==> src/rtl/fsm_in_pkg.sv <==
// Shared definitions for the sequence-FSM input conditioner: symbol width
// and settle-FSM state encodings.
package fsm_in_pkg;

    localparam int SYM_W = 2;

    typedef enum logic {
        ST_IDLE   = 1'b0,
        ST_SETTLE = 1'b1
    } state_e;

endpackage

==> src/rtl/fsm_in_debounce_if.sv <==
// Symbol-side bundle of the input conditioner: raw input and glitch clear in,
// committed symbol, strobe, busy flag and glitch count out.
interface fsm_in_debounce_if #(
    parameter int GLITCH_W = 8
);
    import fsm_in_pkg::*;

    logic [SYM_W-1:0]    raw_in;
    logic                clr_glitch;
    logic [SYM_W-1:0]    out_sym;
    logic                sym_valid;
    logic                busy;
    logic [GLITCH_W-1:0] glitch_cnt;

    modport master (
        output raw_in, clr_glitch,
        input  out_sym, sym_valid, busy, glitch_cnt
    );

    modport slave (
        input  raw_in, clr_glitch,
        output out_sym, sym_valid, busy, glitch_cnt
    );

endinterface

==> src/rtl/fsm_in_debounce_sync_2ff.sv <==
// Two-flop synchroniser for asynchronous level inputs; both stages clear on
// an active-low asynchronous reset.
module sync_2ff #(
    parameter int W = 2
) (
    input  logic         clk,
    input  logic         reset,
    input  logic [W-1:0] d,
    output logic [W-1:0] q
);

    logic [W-1:0] s1_r;
    logic [W-1:0] s2_r;

    // metastability chain: s1 may go metastable, s2 is the clean copy
    always_ff @(posedge clk or negedge reset) begin
        if (!reset) begin
            s1_r <= {W{1'b0}};
            s2_r <= {W{1'b0}};
        end else begin
            s1_r <= d;
            s2_r <= s1_r;
        end
    end

    assign q = s2_r;

endmodule

==> src/rtl/fsm_in_debounce.sv <==
// Debounces a 2-bit raw symbol: a new code must hold DEBOUNCE_CYCLES
// synchronised samples before it is committed to out_sym.
module fsm_in_debounce
    import fsm_in_pkg::*;
#(
    parameter int DEBOUNCE_CYCLES = 4,
    parameter int CNT_W           = 8,
    parameter int GLITCH_W        = 8
) (
    input  logic                  clk,
    input  logic                  reset,
    fsm_in_debounce_if.slave      bus
);

    localparam logic [CNT_W-1:0]    CNT_ONE    = {{(CNT_W-1){1'b0}}, 1'b1};
    localparam logic [CNT_W-1:0]    CNT_LAST   = CNT_W'(DEBOUNCE_CYCLES - 1);
    localparam logic [GLITCH_W-1:0] GLITCH_MAX = {GLITCH_W{1'b1}};
    localparam logic [GLITCH_W-1:0] GLITCH_ONE = {{(GLITCH_W-1){1'b0}}, 1'b1};

    logic [SYM_W-1:0]    s2_s;
    state_e              state_r, state_s;
    logic [SYM_W-1:0]    cand_r, cand_s;
    logic [CNT_W-1:0]    cnt_r, cnt_s;
    logic [SYM_W-1:0]    out_sym_r, out_sym_s;
    logic                sym_valid_r, sym_valid_s;
    logic                busy_r;
    logic                glitch_s;
    logic [GLITCH_W-1:0] glitch_cnt_r, glitch_cnt_s;

    sync_2ff #(.W(SYM_W)) u_sync (
        .clk   (clk),
        .reset (reset),
        .d     (bus.raw_in),
        .q     (s2_s)
    );

    // settle FSM: candidate tracking, commit decision and glitch detection
    always_comb begin
        state_s     = state_r;
        cand_s      = cand_r;
        cnt_s       = cnt_r;
        out_sym_s   = out_sym_r;
        sym_valid_s = 1'b0;
        glitch_s    = 1'b0;
        case (state_r)
            ST_IDLE: begin
                if (s2_s != out_sym_r) begin
                    if (DEBOUNCE_CYCLES == 1) begin
                        out_sym_s   = s2_s;
                        sym_valid_s = 1'b1;
                    end else begin
                        cand_s  = s2_s;
                        cnt_s   = CNT_ONE;
                        state_s = ST_SETTLE;
                    end
                end else begin
                    state_s = ST_IDLE;
                end
            end
            ST_SETTLE: begin
                if (s2_s == cand_r) begin
                    if (cnt_r == CNT_LAST) begin
                        out_sym_s   = cand_r;
                        sym_valid_s = 1'b1;
                        cnt_s       = {CNT_W{1'b0}};
                        state_s     = ST_IDLE;
                    end else begin
                        cnt_s = cnt_r + CNT_ONE;
                    end
                end else if (s2_s == out_sym_r) begin
                    glitch_s = 1'b1;
                    cnt_s    = {CNT_W{1'b0}};
                    state_s  = ST_IDLE;
                end else begin
                    // a third code restarts the latency count from this edge
                    glitch_s = 1'b1;
                    cand_s   = s2_s;
                    cnt_s    = CNT_ONE;
                end
            end
            default: begin
                state_s = ST_IDLE;
            end
        endcase
    end

    // glitch counter: saturating, clear has priority over a coincident glitch
    always_comb begin
        glitch_cnt_s = glitch_cnt_r;
        if (bus.clr_glitch) begin
            glitch_cnt_s = {GLITCH_W{1'b0}};
        end else if (glitch_s && (glitch_cnt_r != GLITCH_MAX)) begin
            glitch_cnt_s = glitch_cnt_r + GLITCH_ONE;
        end else begin
            glitch_cnt_s = glitch_cnt_r;
        end
    end

    // state, counters and all outputs registered together
    always_ff @(posedge clk or negedge reset) begin
        if (!reset) begin
            state_r      <= ST_IDLE;
            cand_r       <= {SYM_W{1'b0}};
            cnt_r        <= {CNT_W{1'b0}};
            out_sym_r    <= {SYM_W{1'b0}};
            sym_valid_r  <= 1'b0;
            busy_r       <= 1'b0;
            glitch_cnt_r <= {GLITCH_W{1'b0}};
        end else begin
            state_r      <= state_s;
            cand_r       <= cand_s;
            cnt_r        <= cnt_s;
            out_sym_r    <= out_sym_s;
            sym_valid_r  <= sym_valid_s;
            busy_r       <= (state_s == ST_SETTLE);
            glitch_cnt_r <= glitch_cnt_s;
        end
    end

    assign bus.out_sym    = out_sym_r;
    assign bus.sym_valid  = sym_valid_r;
    assign bus.busy       = busy_r;
    assign bus.glitch_cnt = glitch_cnt_r;

endmodule

==> src/flat_wrapper.sv <==
// flat-port wrapper written by rule: the top's interface ports become plain ports
module fsm_in_debounce_flat import fsm_in_pkg::*;
#(
    parameter int DEBOUNCE_CYCLES = 4,
    parameter int CNT_W           = 8,
    parameter int GLITCH_W        = 8
)
  (clk, reset, bus_raw_in, bus_clr_glitch, bus_out_sym, bus_sym_valid, bus_busy, bus_glitch_cnt);
  fsm_in_debounce_if #(.GLITCH_W(GLITCH_W)) bus_i ();
  input  logic clk;
  input  logic reset;
  input wire logic [$bits(bus_i.raw_in)-1:0] bus_raw_in;
  input wire logic [$bits(bus_i.clr_glitch)-1:0] bus_clr_glitch;
  output wire logic [$bits(bus_i.out_sym)-1:0] bus_out_sym;
  output wire logic [$bits(bus_i.sym_valid)-1:0] bus_sym_valid;
  output wire logic [$bits(bus_i.busy)-1:0] bus_busy;
  output wire logic [$bits(bus_i.glitch_cnt)-1:0] bus_glitch_cnt;
  assign bus_i.raw_in = bus_raw_in;
  assign bus_i.clr_glitch = bus_clr_glitch;
  assign bus_out_sym = bus_i.out_sym;
  assign bus_sym_valid = bus_i.sym_valid;
  assign bus_busy = bus_i.busy;
  assign bus_glitch_cnt = bus_i.glitch_cnt;
  fsm_in_debounce #(.DEBOUNCE_CYCLES(DEBOUNCE_CYCLES), .CNT_W(CNT_W), .GLITCH_W(GLITCH_W)) u_core (.clk(clk), .reset(reset), .bus(bus_i));
endmodule
==> config.mk <==
export PLATFORM = sky130hd
export DESIGN_NAME = fsm_in_debounce_flat
export DESIGN_NICKNAME = d
export VERILOG_FILES = /design/src/rtl/fsm_in_pkg.sv /design/src/rtl/fsm_in_debounce_if.sv /design/src/rtl/fsm_in_debounce_sync_2ff.sv /design/src/rtl/fsm_in_debounce.sv /design/src/flat_wrapper.sv
export SDC_FILE = /design/constraint.sdc
export NUM_CORES = 1
export LEC_CHECK = 0
export CAP_MARGIN = 20
export CORE_ASPECT_RATIO = 0.75
export CORE_MARGIN = 3
export CORE_UTILIZATION = 56
export CTS_BUF_LIST = sky130_fd_sc_hd__clkbuf_4
export CTS_CLUSTER_DIAMETER = 40
export CTS_CLUSTER_SIZE = 24
export DETAILED_ROUTE_END_ITERATION = 7
export GPL_TIMING_DRIVEN = 0
export PLACE_DENSITY = 0.82
export SLEW_MARGIN = 5
export SYNTH_ARGS = -nofsm -noshare
export SYNTH_HDL_FRONTEND = slang
export SYNTH_SLANG_ARGS = --single-unit
export TNS_END_PERCENT = 10
==> constraint.sdc <==
create_clock -name clk -period 2 [get_ports clk]
set_clock_uncertainty 0.1 [all_clocks]
set_input_delay 0.2 -clock clk [delete_from_list [all_inputs] [get_ports clk]]
set_output_delay 0.2 -clock clk [all_outputs]
set_load 0.05 [all_outputs]
# After elaboration in Yosys (flattened, before gate mapping)
# Index checks and enable logic that the tools add are counted.
# Widths: inputs -> output; s select.
# classes
n_addsub,2
n_eq_ne,8
mux,21
bitwise_logic,1
reduce_logical,4
# op_table
cell,count
$mux 8,5
$add 8x1->8 const B,2
$pmux 8 s2,1
$mux 1,10
$eq 8x2->1 const B,1
$ne 8x8->1 const B,1
$mux 2,3
$reduce_and 3->1,2
$eq 2x2->1,2
$ne 2x2->1 const B,2
$pmux 2 s2,1
$ne 2x1->1 const B,1
$ne 2x2->1,1
$pmux 1 s2,1
$reduce_bool 2->1,1
$logic_and 1x1->1,1
$not 1->1,1
# totals
reg_bits,26
input_bits,5
out_inout_bits,12
wordCells,44

# Depth between registers and ports, before layout
# logic_depth
depth_word,6
ltp_mapped,4

# Hierarchy
# A second synthesis with hierarchy kept.
# unflattened
cells_unflattened,120
area_unflattened_um2,1273.7
# by_module_without_submodules
mod,instances,cells_per_inst,area_each_um2,seq_area_each_um2
fsm_in_debounce,1,116,1173.6,550.5
sync_2ff,1,4,100.1,100.1

# Worst setup path after synthesis
# OpenSTA, ideal clock, no wires.
# synth_path
kind,reg-to-reg
from,"register u_core.glitch_cnt_r[0], in the netlist u_core.bus.glitch_cnt[0]"
to,"register u_core.glitch_cnt_r[4], in the netlist u_core.bus.glitch_cnt[4]"
setup_time_ps,78
arrival_time_ps,1690
required_time_ps,1822
setup_slack_ps,132
stages_incl_launch_ff,5
path_buffers,0
period_less_slack_ps,1868
path_cell_list,dfrtp_1 > ha_1 > nand3_1 > or4_1 > a21oi_1
# synth_via
elab_chain_cells,3
# synth_lines
item,line_no,rtl
"start, declared",fsm_in_debounce.sv:28,"logic [GLITCH_W-1:0] glitch_cnt_r, glitch_cnt_s;"
"start signal, assigned",fsm_in_debounce.sv:108,glitch_cnt_r <= {GLITCH_W{1'b0}};
"start signal, assigned",fsm_in_debounce.sv:116,glitch_cnt_r <= glitch_cnt_s;
$add 8x1->8 / $ne 8x8->1 (equally long branches),"fsm_in_debounce.sv:93, fsm_in_debounce.sv:92",
$mux 8 / $logic_and 1x1->1 (equally long branches),fsm_in_debounce.sv:92,end else if (glitch_s && (glitch_cnt_r != GLITCH_MAX)) begin
$mux 8 / $reduce_bool 2->1 (equally long branches),n/a,
# Several ways; a longest one is shown, not always the timed one. The select of a mux whose other input is x is not followed.
# A chain may end at the register's enable or synchronous reset.

# Worst setup path in the final report
# layout_path
from,"register u_core.glitch_cnt_r[0], in the netlist u_core.bus.glitch_cnt[0]"
to,output bus_glitch_cnt[0]
# layout_rtl
item,line_no,rtl
"end, declared",flat_wrapper.sv:17,output wire logic [$bits(bus_i.glitch_cnt)-1:0] bus_glitch_cnt;
# No word-level cell between the ends.

==> run summary <==
Origin of the critical flop-to-flop path: u_core.cnt_r[2]
Seq/Total Area, Yosys: 51.6%
Fillcell total: 158
Reg clk slew, reported paths: 0.14 ns
Clock period minus worst slack: 1.92 ns
RSZ-0062 raised after global routing: false
Gr usage total: 21.0%
Post-synthesis net count: 127
Worst r2r dst: u_core.bus.out_sym[1]
Final setup fails: 0
Worst path bufs/invs: 1
Sw Pwr: 0.764 mW
Final cell count without fillers: 164
Worst Path Arrival: 1.62 ns
Final hold slack: 0.108 ns
Layout area overhead: 20.1%
Die W: 60.8 um
Final Hold Fails: 0
CTS root buf: clkbuf_4
CP max stage cell: clkdlybuf4s50_1
Via count: 1018
Global-route wire length before repair: 4230 um
CTS HTree Levels: 1
Layout cells sized above 1: 7.86%
Seq pwr share: 42.1%
Req. time, crit path: 1.70 ns
Most common cell after layout, fill and taps aside: dfrtp_1
Rows: 14
Status: completed
Hold Crit Class: in2async
Post-Place Cells: 160
Multi-input logic area: 589 um^2
Top-level port count: 17
Sequential cell area: 651 um^2
Drt wl/cell: 16.1 um
PwrDens: 1150 nW/um^2
Core Area: 2070 um^2
Pleak: 0.644 nW
Initial antenna violation count: 0
Slew Limit Fails: 0
CTS Sinks: 26
Initial Util: 61.0%
Switch share: 44.0%
GPL Wtd Cong: 0.893
Clk pwr share: 13.0%
Max Freq: 521 MHz
Drt pass-1 iters: 4
Least-Margin Pin Slew: 0.571 ns
Largest net degree at the start of global routing: 18
Die area: 2860 um^2
Post-Syn Area: 1260 um^2
Worst-case reg-to-reg path depth: 4
Slowest Stage Delay on Critical Path: 0.84 ns
Critical path endpoint category: output port
Antenna-violating nets left: 0
Synth warn: 0
DR iter-0 viols: 17
Final HPWL DP: 2000 um
Relative slew margins: 61.7%
Library cells used by synthesis: 32
Most frequent cells in the layout: dfrtp_1 (26), clkdlybuf4s50_1 (15), nor2_1 (12)
Cell chain of the critical path: clkdlybuf4s50_1
DR DRC count: 0
Final nets: 149
CP Max Fanout: 5
Post-Synthesis Cells: 119
Syn avg cell area: 10.6 um^2
CP top delay family: buffers and inverters
Kind of critical path: reg2out
IO Port Bufs: 16
GR Overflow Total: 0
Logic pwr share: 44.9%
Crit share post-route: 96.0%
CTS tree: built
Reg2Reg Setup Slack: 0.13 ns
Setup crit start kind: flop
Setup TNS: 0 ns
Internal cell power: 0.974 mW
Worst vdd ir: 0.831 mV
Die height: 47.1 um
# diodes: 0
TritonCTS Buffers: 3
Vias in the first global route: 931
Max-cap violations: 0
FF+latch count, synth: 26
Vias per inst: 6.21
CTS Buffer Depth: 2
Worst skew pair latency: 0.33 ns
DRT Wirelength: 2630 um
-- power by group through the flow --
stage	clock network (mW)	registers (mW)	logic [mW]
2_1_floorplan	0	0.897	0.357
3_3_place_gp	0	0.729	0.730
3_5_place_dp	0	0.739	0.766
4_1_cts	0.233	0.729	0.766
5_1_grt	0.251	0.751	0.834
6_report	0.226	0.731	0.781
-- per-stage QoR --
stage / util (%) / instance area [um^2] / setup WS (ns) / power (mW)
floorplan: - / 1260 / 0.132 / 1.25
global placement: 70.2 / 1450 / 0.165 / 1.46
detailed placement: 71.5 / 1480 / 0.113 / 1.51
CTS: 72.8 / 1500 / 0.0571 / 1.73
global route: 73.2 / 1510 / 0.0253 / 1.84
finish: 73.2 / 1510 / 0.0806 / 1.74
-- routing by layer --
layer	vias to the layer above	GRT usage [%]	share of wire (%)
met5	-	0	0
met4	0	7.36	1.4
met3	5	6.59	4.4
met2	28	34.3	50
met1	508	26.6	44
li1	477	-	-
-- final cells by class --
class / instances / share of cell area (%)
multi-input combinational: 86 / 39.0
clock buffer: 3 / 1.49
timing repair buffer: 17 / 12.6
tap: 24 / 1.99
clock inverter: 1 / 0.248
sequential: 26 / 43.0
buffer: 2 / 0.496
inverter: 5 / 1.24
-- sequential cells by signal, summed over array words and instances (netlist names) --
| register | count |
|---|---|
| u_core.u_sync.s1_r | 2 |
| u_core.cnt_r | 8 |
| u_core.u_sync.q | 2 |
| u_core.bus.sym_valid | 1 |
| u_core.bus.out_sym | 2 |
| u_core.state_r | 1 |
| u_core.cand_r | 2 |
| u_core.bus.glitch_cnt | 8 |
-- cells in the mapped netlist (all sizes together) --
| library cell | n | area share [%] |
|---|---|---|
| xnor2 | 2 | 1.4 |
| nand2b | 3 | 1.5 |
| nand3 | 6 | 2.4 |
| and2 | 2 | 0.99 |
| nor4 | 2 | 0.99 |
| dfrtp | 26 | 52 |
| o21ai | 5 | 2.0 |
| nand4 | 1 | 0.50 |
| ha | 3 | 3.0 |
| or4 | 1 | 0.60 |
| o211ai | 1 | 0.60 |
| o41ai | 1 | 0.70 |
| a21oi | 3 | 1.2 |
| nor3 | 2 | 0.79 |
| o31ai | 2 | 1.2 |
| inv | 5 | 1.5 |
| a31oi | 4 | 2.0 |
| o2111ai | 1 | 0.70 |
| o311ai | 5 | 3.5 |
| or3 | 1 | 0.50 |
| clkbuf | 2 | 0.60 |
| a211oi | 2 | 1.2 |
| nor2 | 12 | 3.6 |
| nand2 | 6 | 1.8 |
| mux2i | 1 | 0.79 |
| and4 | 1 | 0.70 |
| xor2 | 9 | 6.3 |
| nor2b | 2 | 0.99 |
| and3 | 1 | 0.50 |
| mux2 | 6 | 5.4 |
| o31a | 1 | 0.70 |
-- worst reg2reg max path, stage by stage (launching register included) --
cell and delay [ns]:
dfrtp_1 0.46, nor4_1 0.37, nand3_1 0.21, nor2_1 0.26
mux2_2 0.37
-- what timing repair did --
action / in CTS / in global routing
gates resized for setup: 0 / 2
setup buffers: 0 / 0
hold buffers: 0 / 0
setup endpoints to repair: 0 / 6
-- worst max path at each step --
stage / startpoint / to / slack, ns / depth (start not counted)
finish: u_core.bus.glitch_cnt[0] / bus_glitch_cnt[0] / 0.08 / 1
global route: u_core.bus.glitch_cnt[0] / bus_glitch_cnt[0] / 0.03 / 1
CTS: u_core.bus.glitch_cnt[2] / bus_glitch_cnt[2] / 0.06 / 1
detailed placement: u_core.u_sync.q[0] / u_core.cnt_r[4] / 0.11 / 4
global placement: u_core.u_sync.q[1] / u_core.cnt_r[4] / 0.16 / 4
floorplan: u_core.bus.glitch_cnt[0] / u_core.bus.glitch_cnt[4] / 0.13 / 4
-- logic make-up after synthesis --
logic type | share of synthesized area (%)
simple gates | 15.8
flops | 51.6
compound gates | 13.7
xor+xnor | 7.65
buf+inv | 2.09
mux | 6.16
fa+ha+maj | 2.98
No activity file was read; power rests on OpenSTA's default activity.
